## src/rtl/mem_req_arbiter.sv

```systemverilog
// -----------------------------------------------------------------------------
// mem_req_arbiter
//
// Shares a single main-memory request port between the instruction cache
// (refill reads only) and the data cache (reads and writes). Memory answers
// every read after a fixed MEM_LATENCY cycles. A tag pipeline of the same
// depth records where each outstanding read must be returned.
//
// Arbitration: a lone requester is granted. When both request, the one that
// did not win the most recent accepted transfer is granted. Only accepted
// transfers move the priority.
//
// A fetch redirect (i_flush) kills every icache read still in flight. Memory
// still returns the data, but it is dropped here. An unexpected memory
// response, or a missing one, sets a sticky protocol error.
//
// Ports
//   clk                  sole clock, rising edge
//   rst_aL               asynchronous active-low reset
//   i_req_valid/_ready   icache refill read request handshake
//   i_req_block_addr     icache block address
//   i_flush              discard every in-flight icache read
//   i_resp_valid/_data   icache refill data (same cycle as memory response)
//   d_req_valid/_ready   dcache request handshake
//   d_req_type           0 = read, 1 = write
//   d_req_block_addr     dcache block address
//   d_req_block_data     dcache write data
//   d_resp_valid/_data   dcache read data (same cycle as memory response)
//   mem_req_*            request to main memory, mem_req_ready from memory
//   mem_resp_valid/_data read data from main memory
//   protocol_err         sticky, set on an unexpected or missing response
// -----------------------------------------------------------------------------

`ifndef MAIN_MEM_BLOCK_ADDR_WIDTH
`define MAIN_MEM_BLOCK_ADDR_WIDTH 32
`endif
`ifndef MAIN_MEM_BLOCK_DATA_WIDTH
`define MAIN_MEM_BLOCK_DATA_WIDTH 64
`endif

module mem_req_arbiter #(
    // Fixed read latency of main memory in cycles. Legal range is 1..16.
    parameter int MEM_LATENCY      = 4,
    parameter int BLOCK_ADDR_WIDTH = `MAIN_MEM_BLOCK_ADDR_WIDTH,
    parameter int BLOCK_DATA_WIDTH = `MAIN_MEM_BLOCK_DATA_WIDTH
) (
    input  logic                        clk,
    input  logic                        rst_aL,

    input  logic                        i_req_valid,
    input  logic [BLOCK_ADDR_WIDTH-1:0] i_req_block_addr,
    output logic                        i_req_ready,
    input  logic                        i_flush,
    output logic                        i_resp_valid,
    output logic [BLOCK_DATA_WIDTH-1:0] i_resp_block_data,

    input  logic                        d_req_valid,
    input  logic                        d_req_type,
    input  logic [BLOCK_ADDR_WIDTH-1:0] d_req_block_addr,
    input  logic [BLOCK_DATA_WIDTH-1:0] d_req_block_data,
    output logic                        d_req_ready,
    output logic                        d_resp_valid,
    output logic [BLOCK_DATA_WIDTH-1:0] d_resp_block_data,

    output logic                        mem_req_valid,
    output logic                        mem_req_type,
    output logic [BLOCK_ADDR_WIDTH-1:0] mem_req_block_addr,
    output logic [BLOCK_DATA_WIDTH-1:0] mem_req_block_data,
    input  logic                        mem_req_ready,

    input  logic                        mem_resp_valid,
    input  logic [BLOCK_DATA_WIDTH-1:0] mem_resp_block_data,

    output logic                        protocol_err
);

    typedef enum logic {
        GRANT_I = 1'b0,
        GRANT_D = 1'b1
    } grant_e;

    // Destination encoding held in the tag pipeline.
    localparam logic DST_I = 1'b0;
    localparam logic DST_D = 1'b1;

    localparam int L = MEM_LATENCY;

    grant_e         last_grant_q;
    grant_e         last_grant_d;

    // Tag pipeline, one bit per stage for each field. Stage L-1 is the one
    // that lines up with the memory response.
    logic [L-1:0]   vld_q;
    logic [L-1:0]   vld_d;
    logic [L-1:0]   dst_q;
    logic [L-1:0]   dst_d;
    logic [L-1:0]   kill_q;
    logic [L-1:0]   kill_d;

    logic           err_q;
    logic           err_d;

    logic           i_eff_s;
    logic           grant_i_s;
    logic           grant_d_s;
    logic           xfer_s;
    logic           push_rd_s;
    logic           push_dst_s;
    logic [L:0]     vld_in_s;
    logic [L:0]     dst_in_s;
    logic [L:0]     kill_in_s;
    logic           fin_vld_s;
    logic           fin_dst_s;
    logic           fin_kill_s;
    logic           fin_live_s;

    // A flushed icache request does not compete for the memory port.
    assign i_eff_s   = i_req_valid & ~i_flush;
    assign grant_i_s = i_eff_s & (~d_req_valid | (last_grant_q == GRANT_D));
    assign grant_d_s = d_req_valid & ~grant_i_s;

    // Every handshake output is forced low while reset is asserted.
    assign mem_req_valid = rst_aL & (i_eff_s | d_req_valid);
    assign i_req_ready   = rst_aL & mem_req_ready & grant_i_s & ~i_flush;
    assign d_req_ready   = rst_aL & mem_req_ready & grant_d_s;
    assign xfer_s        = mem_req_valid & mem_req_ready;

    // Request payload mux, following the grant.
    always_comb begin
        mem_req_type       = 1'b0;
        mem_req_block_addr = i_req_block_addr;
        mem_req_block_data = {BLOCK_DATA_WIDTH{1'b0}};
        if (grant_i_s) begin
            mem_req_type       = 1'b0;
            mem_req_block_addr = i_req_block_addr;
            mem_req_block_data = {BLOCK_DATA_WIDTH{1'b0}};
        end else begin
            mem_req_type       = d_req_type;
            mem_req_block_addr = d_req_block_addr;
            mem_req_block_data = d_req_block_data;
        end
    end

    // Priority only moves on an accepted transfer.
    always_comb begin
        last_grant_d = last_grant_q;
        if (xfer_s) begin
            last_grant_d = grant_i_s ? GRANT_I : GRANT_D;
        end else begin
            last_grant_d = last_grant_q;
        end
    end

    // Only accepted reads enter the tag pipeline; writes and idle cycles
    // push an empty slot.
    assign push_rd_s  = xfer_s & (grant_i_s | (d_req_type == 1'b0));
    assign push_dst_s = grant_i_s ? DST_I : DST_D;

    // Bit k of the *_in vectors is the value shifting into stage k this
    // cycle, so the flush kill is applied to entries as they move.
    assign vld_in_s  = {vld_q,  push_rd_s};
    assign dst_in_s  = {dst_q,  push_dst_s};
    assign kill_in_s = {kill_q, 1'b0};

    assign vld_d  = vld_in_s[L-1:0];
    assign dst_d  = dst_in_s[L-1:0];
    assign kill_d = kill_in_s[L-1:0]
                  | ({L{i_flush}} & vld_in_s[L-1:0] & ~dst_in_s[L-1:0]);

    assign fin_vld_s  = vld_q[L-1];
    assign fin_dst_s  = dst_q[L-1];
    assign fin_kill_s = kill_q[L-1];
    assign fin_live_s = rst_aL & mem_resp_valid & fin_vld_s & ~fin_kill_s;

    // An icache entry being consumed in the same cycle as a flush is also
    // in flight, so it is dropped as well.
    assign i_resp_valid      = fin_live_s & (fin_dst_s == DST_I) & ~i_flush;
    assign d_resp_valid      = fin_live_s & (fin_dst_s == DST_D);
    assign i_resp_block_data = mem_resp_block_data;
    assign d_resp_block_data = mem_resp_block_data;

    // Response without a tag, or tag without a response, are both errors.
    // A killed tag still expects its response.
    assign err_d        = err_q | (mem_resp_valid ^ fin_vld_s);
    assign protocol_err = err_q;

    // State registers: grant history, tag pipeline, sticky error.
    always_ff @(posedge clk or negedge rst_aL) begin
        if (!rst_aL) begin
            last_grant_q <= GRANT_D;
            vld_q        <= {L{1'b0}};
            dst_q        <= {L{1'b0}};
            kill_q       <= {L{1'b0}};
            err_q        <= 1'b0;
        end else begin
            last_grant_q <= last_grant_d;
            vld_q        <= vld_d;
            dst_q        <= dst_d;
            kill_q       <= kill_d;
            err_q        <= err_d;
        end
    end

endmodule
```

## config.mk

```make
export PLATFORM = sky130hd
export DESIGN_NAME = mem_req_arbiter
export DESIGN_NICKNAME = d
export VERILOG_FILES = /design/src/rtl/mem_req_arbiter.sv
export SDC_FILE = /design/constraint.sdc
export NUM_CORES = 1
export LEC_CHECK = 0
export BUFFER_PORTS_ARGS = -buffer_cell sky130_fd_sc_hd__buf_2
export CAP_MARGIN = 10
export CORE_AREA = 2 2 168 170
export CTS_BUF_LIST = sky130_fd_sc_hd__clkbuf_8 sky130_fd_sc_hd__clkbuf_16
export DETAILED_ROUTE_END_ITERATION = 7
export DIE_AREA = 0 0 170 172
export GPL_TIMING_DRIVEN = 0
export PLACE_DENSITY = 0.45
export SETUP_SLACK_MARGIN = 0.3
export SLEW_MARGIN = 20
export SYNTH_ARGS = -nofsm -noshare
export SYNTH_HDL_FRONTEND = slang
export SYNTH_SLANG_ARGS = --single-unit
```

## constraint.sdc

```tcl
create_clock -name clk -period 1.9 [get_ports clk]
set_clock_uncertainty 0.2 [all_clocks]
set_input_delay 0.285 -clock clk [delete_from_list [all_inputs] [get_ports clk]]
set_output_delay 0.285 -clock clk [all_outputs]
set_load 0.01 [all_outputs]
```

==> flow_summary.json <==
{
  "status": "complete, but fails checks",
  "violations": "setup timing",
  "hp-class": "in -> reg",
  "yosys.area_share.simple": 0.191,
  "totalNegativeSetupSlack_ns": -12.84,
  "placement.io_buffers": 366,
  "mostFrequentLayoutCells": "buf_2 (334), buf_4 (132), and2_1 (62)",
  "path_class": "reg -> out",
  "vias": 2983,
  "final_cells": 996,
  "cts.sinks": 14,
  "start_util": 0.0896,
  "synth_xor_area_frac": 0.00356,
  "htree_levels": 1,
  "die_w_um": 170,
  "dieHeight_um": 172,
  "insertedDiodeCount": 0,
  "avgSynthCellArea_sq_um": 9.02,
  "yosysUniqueCellTypes": 26,
  "design_area_sq_um": 5160,
  "track_usage": 0.0636,
  "grt_pass1_wl_um": 14100,
  "dieArea_sq_um": 29200,
  "mostFrequentLayoutCell": "buf_2",
  "core_area_sq_um": 27500,
  "setup_slack_ns": -0.234,
  "grt_start_max_net_pins": 15,
  "r2r_slack_ns": 0.56,
  "hold_viol_final": 0,
  "first_pass_iters": 4,
  "worst_ir_drop_vdd_mv": 0.244,
  "timing.final.crit_period_ns": 2.13,
  "met2_usage": 0.122,
  "report.final.slew_viol_count": 0,
  "wl_per_cell_um": 11.3,
  "clk_latency_ns": 0.24,
  "drive_gt1_frac": 0.852,
  "synth_top_family_by_area": "buffers and inverters",
  "max-cap-violations": 0,
  "syn_area_sq_um": 2460,
  "maxSlewHeadroom": 0.583,
  "synth_fa_ha_area_frac": 0,
  "regToRegEndpoint": "vld_q[0]",
  "clockBufferDepth": 2,
  "hold_end": "last_grant_q",
  "timing.hold.ws_ns": 0.0851,
  "placed_cell_area_sq_um": 4730,
  "pre_cts_ws_ns": -0.331,
  "drc_errors": 0,
  "reg2regPathDepth": 4,
  "hpwl_um": 9950,
  "num-fill-cells": 3103,
  "crit_arrival_ns": 1.65,
  "layout.nets": 851,
  "wl_um": 11200,
  "use_met1": 0.0772,
  "cts.clk_slew.worst_paths_ns": 0.04,
  "crit_path_max_fanout": 10,
  "dp_cells": 985,
  "cts_buffers": 3,
  "synth_cells": 273,
  "use_met3": 0.00732,
  "required_ns": 1.41,
  "cts_tree": "done",
  "worst_pin_slew_ns": 0.623,
  "total_leakage_power_nw": 2.99,
  "rsz0062_at_grt": "yes",
  "yosys_register_bits": 14,
  "rows": 61,
  "drt_iter0_drc": 42,
  "reg2reg_from": "last_grant_q",
  "period_share": 1.12,
  "routabilityCongestion": 0.778,
  "grt_pass1_vias": 2590,
  "overflow": 0,
  "fmax_mhz": 469,
  "ant_nets": 0,
  "viasPerCell": 2.99,
  "worst_setup_path_end_kind": "output pin",
  "yosysWarnings": 0,
  "cts_root_buffer": "clkbuf_16",
  "hold_path_depth": 2,
  "busiest_layer": "met2",
  "worstHoldStart": "mem_req_ready",
  "synth.mux.area_fraction": 0.195,
  "synth_compound_area_frac": 0.0300,
  "startpoint_type": "register",
  "setup_viol": 97,
  "io_pins": 431,
  "seq_area_frac_synth": 0.143,
  "syn_to_final_growth_pct": 110,
  "synth_fp_nets": 473,
  "antenna_found_initial": 0,
  "power.density_nw_per_um2": 381
}
## sequential cells by signal, indices dropped and copies added, names as in the netlist
| register | flops |
|---|---|
| kill_q | 4 |
| protocol_err | 1 |
| dst_q | 4 |
| vld_q | 4 |
| last_grant_q | 1 |
## metal layers
metal / part of all wire / routed length [um] / vias to the layer above
met5: 0 / 0 / -
met4: 0.0082 / 92 / 0
met3: 0.079 / 887 / 6
met2: 0.53 / 5980 / 211
met1: 0.38 / 4250 / 1277
li1: - / - / 1489
## synth_stat cells (all sizes together)
library cell,instances,area [sq um]
nand2,4,15.0
nor2,2,7.51
nor2b,1,13.8
buf,133,1040
nor3,1,5.00
mux2,32,480
conb,1,3.75
dfstp,1,26.3
o21bai,3,22.5
a41oi,1,8.76
a21oi,1,5.00
nand4b,1,8.76
o21a,1,7.51
xnor2,1,8.76
o21ai,1,16.3
nand2b,1,6.26
a31oi,1,6.26
a211oi,1,7.51
clkbuf,5,25.0
and2,65,407
inv,2,7.50
dfrtp,13,325
or2b,1,7.51
## critical path: stages (launching register included)
cell     delay [ns]
dfstp_2        0.55
o21ai_4        0.07
buf_12         0.16
buf_12         0.16
mux2_4         0.32
buf_6          0.13
## report_power, final
group | total, mW | internal (mW) | switching, mW
logic | 1.25 | 0.748 | 0.500
registers | 0.330 | 0.320 | 0.00945
clock network | 0.387 | 0.277 | 0.110
## kinds of logic (layout without fill, tap and decap cells)
kind of cell / Yosys count / count (layout)
xor gates and xnor gates: 1 / 1
other: 1 / 1
buffers and inverters: 140 / 517
and+or+nand+nor: 76 / 76
muxes: 32 / 32
DFF: 14 / 14
AOI/OAI and AO/OA: 9 / 9
## stage by stage
stage | utilization | power [mW]
global route | 0.188 | 2.10
CTS | 0.187 | 1.99
global placement | 0.172 | 1.46
detailed placement | 0.172 | 1.46
floorplan | - | 0.970
finish | 0.188 | 1.97
## layout make-up
cell class | count | area [sq um] | area share
Clock buffer | 3 | 75.1 | 0.0145
Sequential cell | 14 | 352 | 0.0681
Clock inverter | 1 | 3.75 | 0.000727
Tap cell | 346 | 433 | 0.0838
Inverter | 2 | 7.51 | 0.00145
Timing Repair Buffer | 373 | 2140 | 0.414
Buffer | 138 | 1110 | 0.215
Multi-Input combinational cell | 119 | 1050 | 0.203
## what timing repair did
item | CTS | global route
endpoints found under the setup margin | 100 | 100
cloned | 2 | 0
buffers inserted | 4 | 0
endpoints found under the hold margin | 14 | 0
pin swaps | 1 | 0
hold buffers | 1 | 0
gates resized for setup | 47 | 6
## worst max path at each step
stage | startpoint | endpoint | slack [ns] | depth (start not counted)
2_1_floorplan | last_grant_q | mem_req_block_addr[0] | 0.23 | 3
3_3_place_gp | d_req_valid | mem_req_block_addr[31] | -0.33 | 6
3_5_place_dp | d_req_valid | mem_req_block_addr[31] | -0.33 | 6
4_1_cts | last_grant_q | mem_req_block_addr[31] | -0.25 | 5
5_1_grt | last_grant_q | mem_req_block_addr[14] | -0.28 | 5
6_report | last_grant_q | mem_req_block_addr[14] | -0.23 | 5
(Power assumes the default switching activity.)
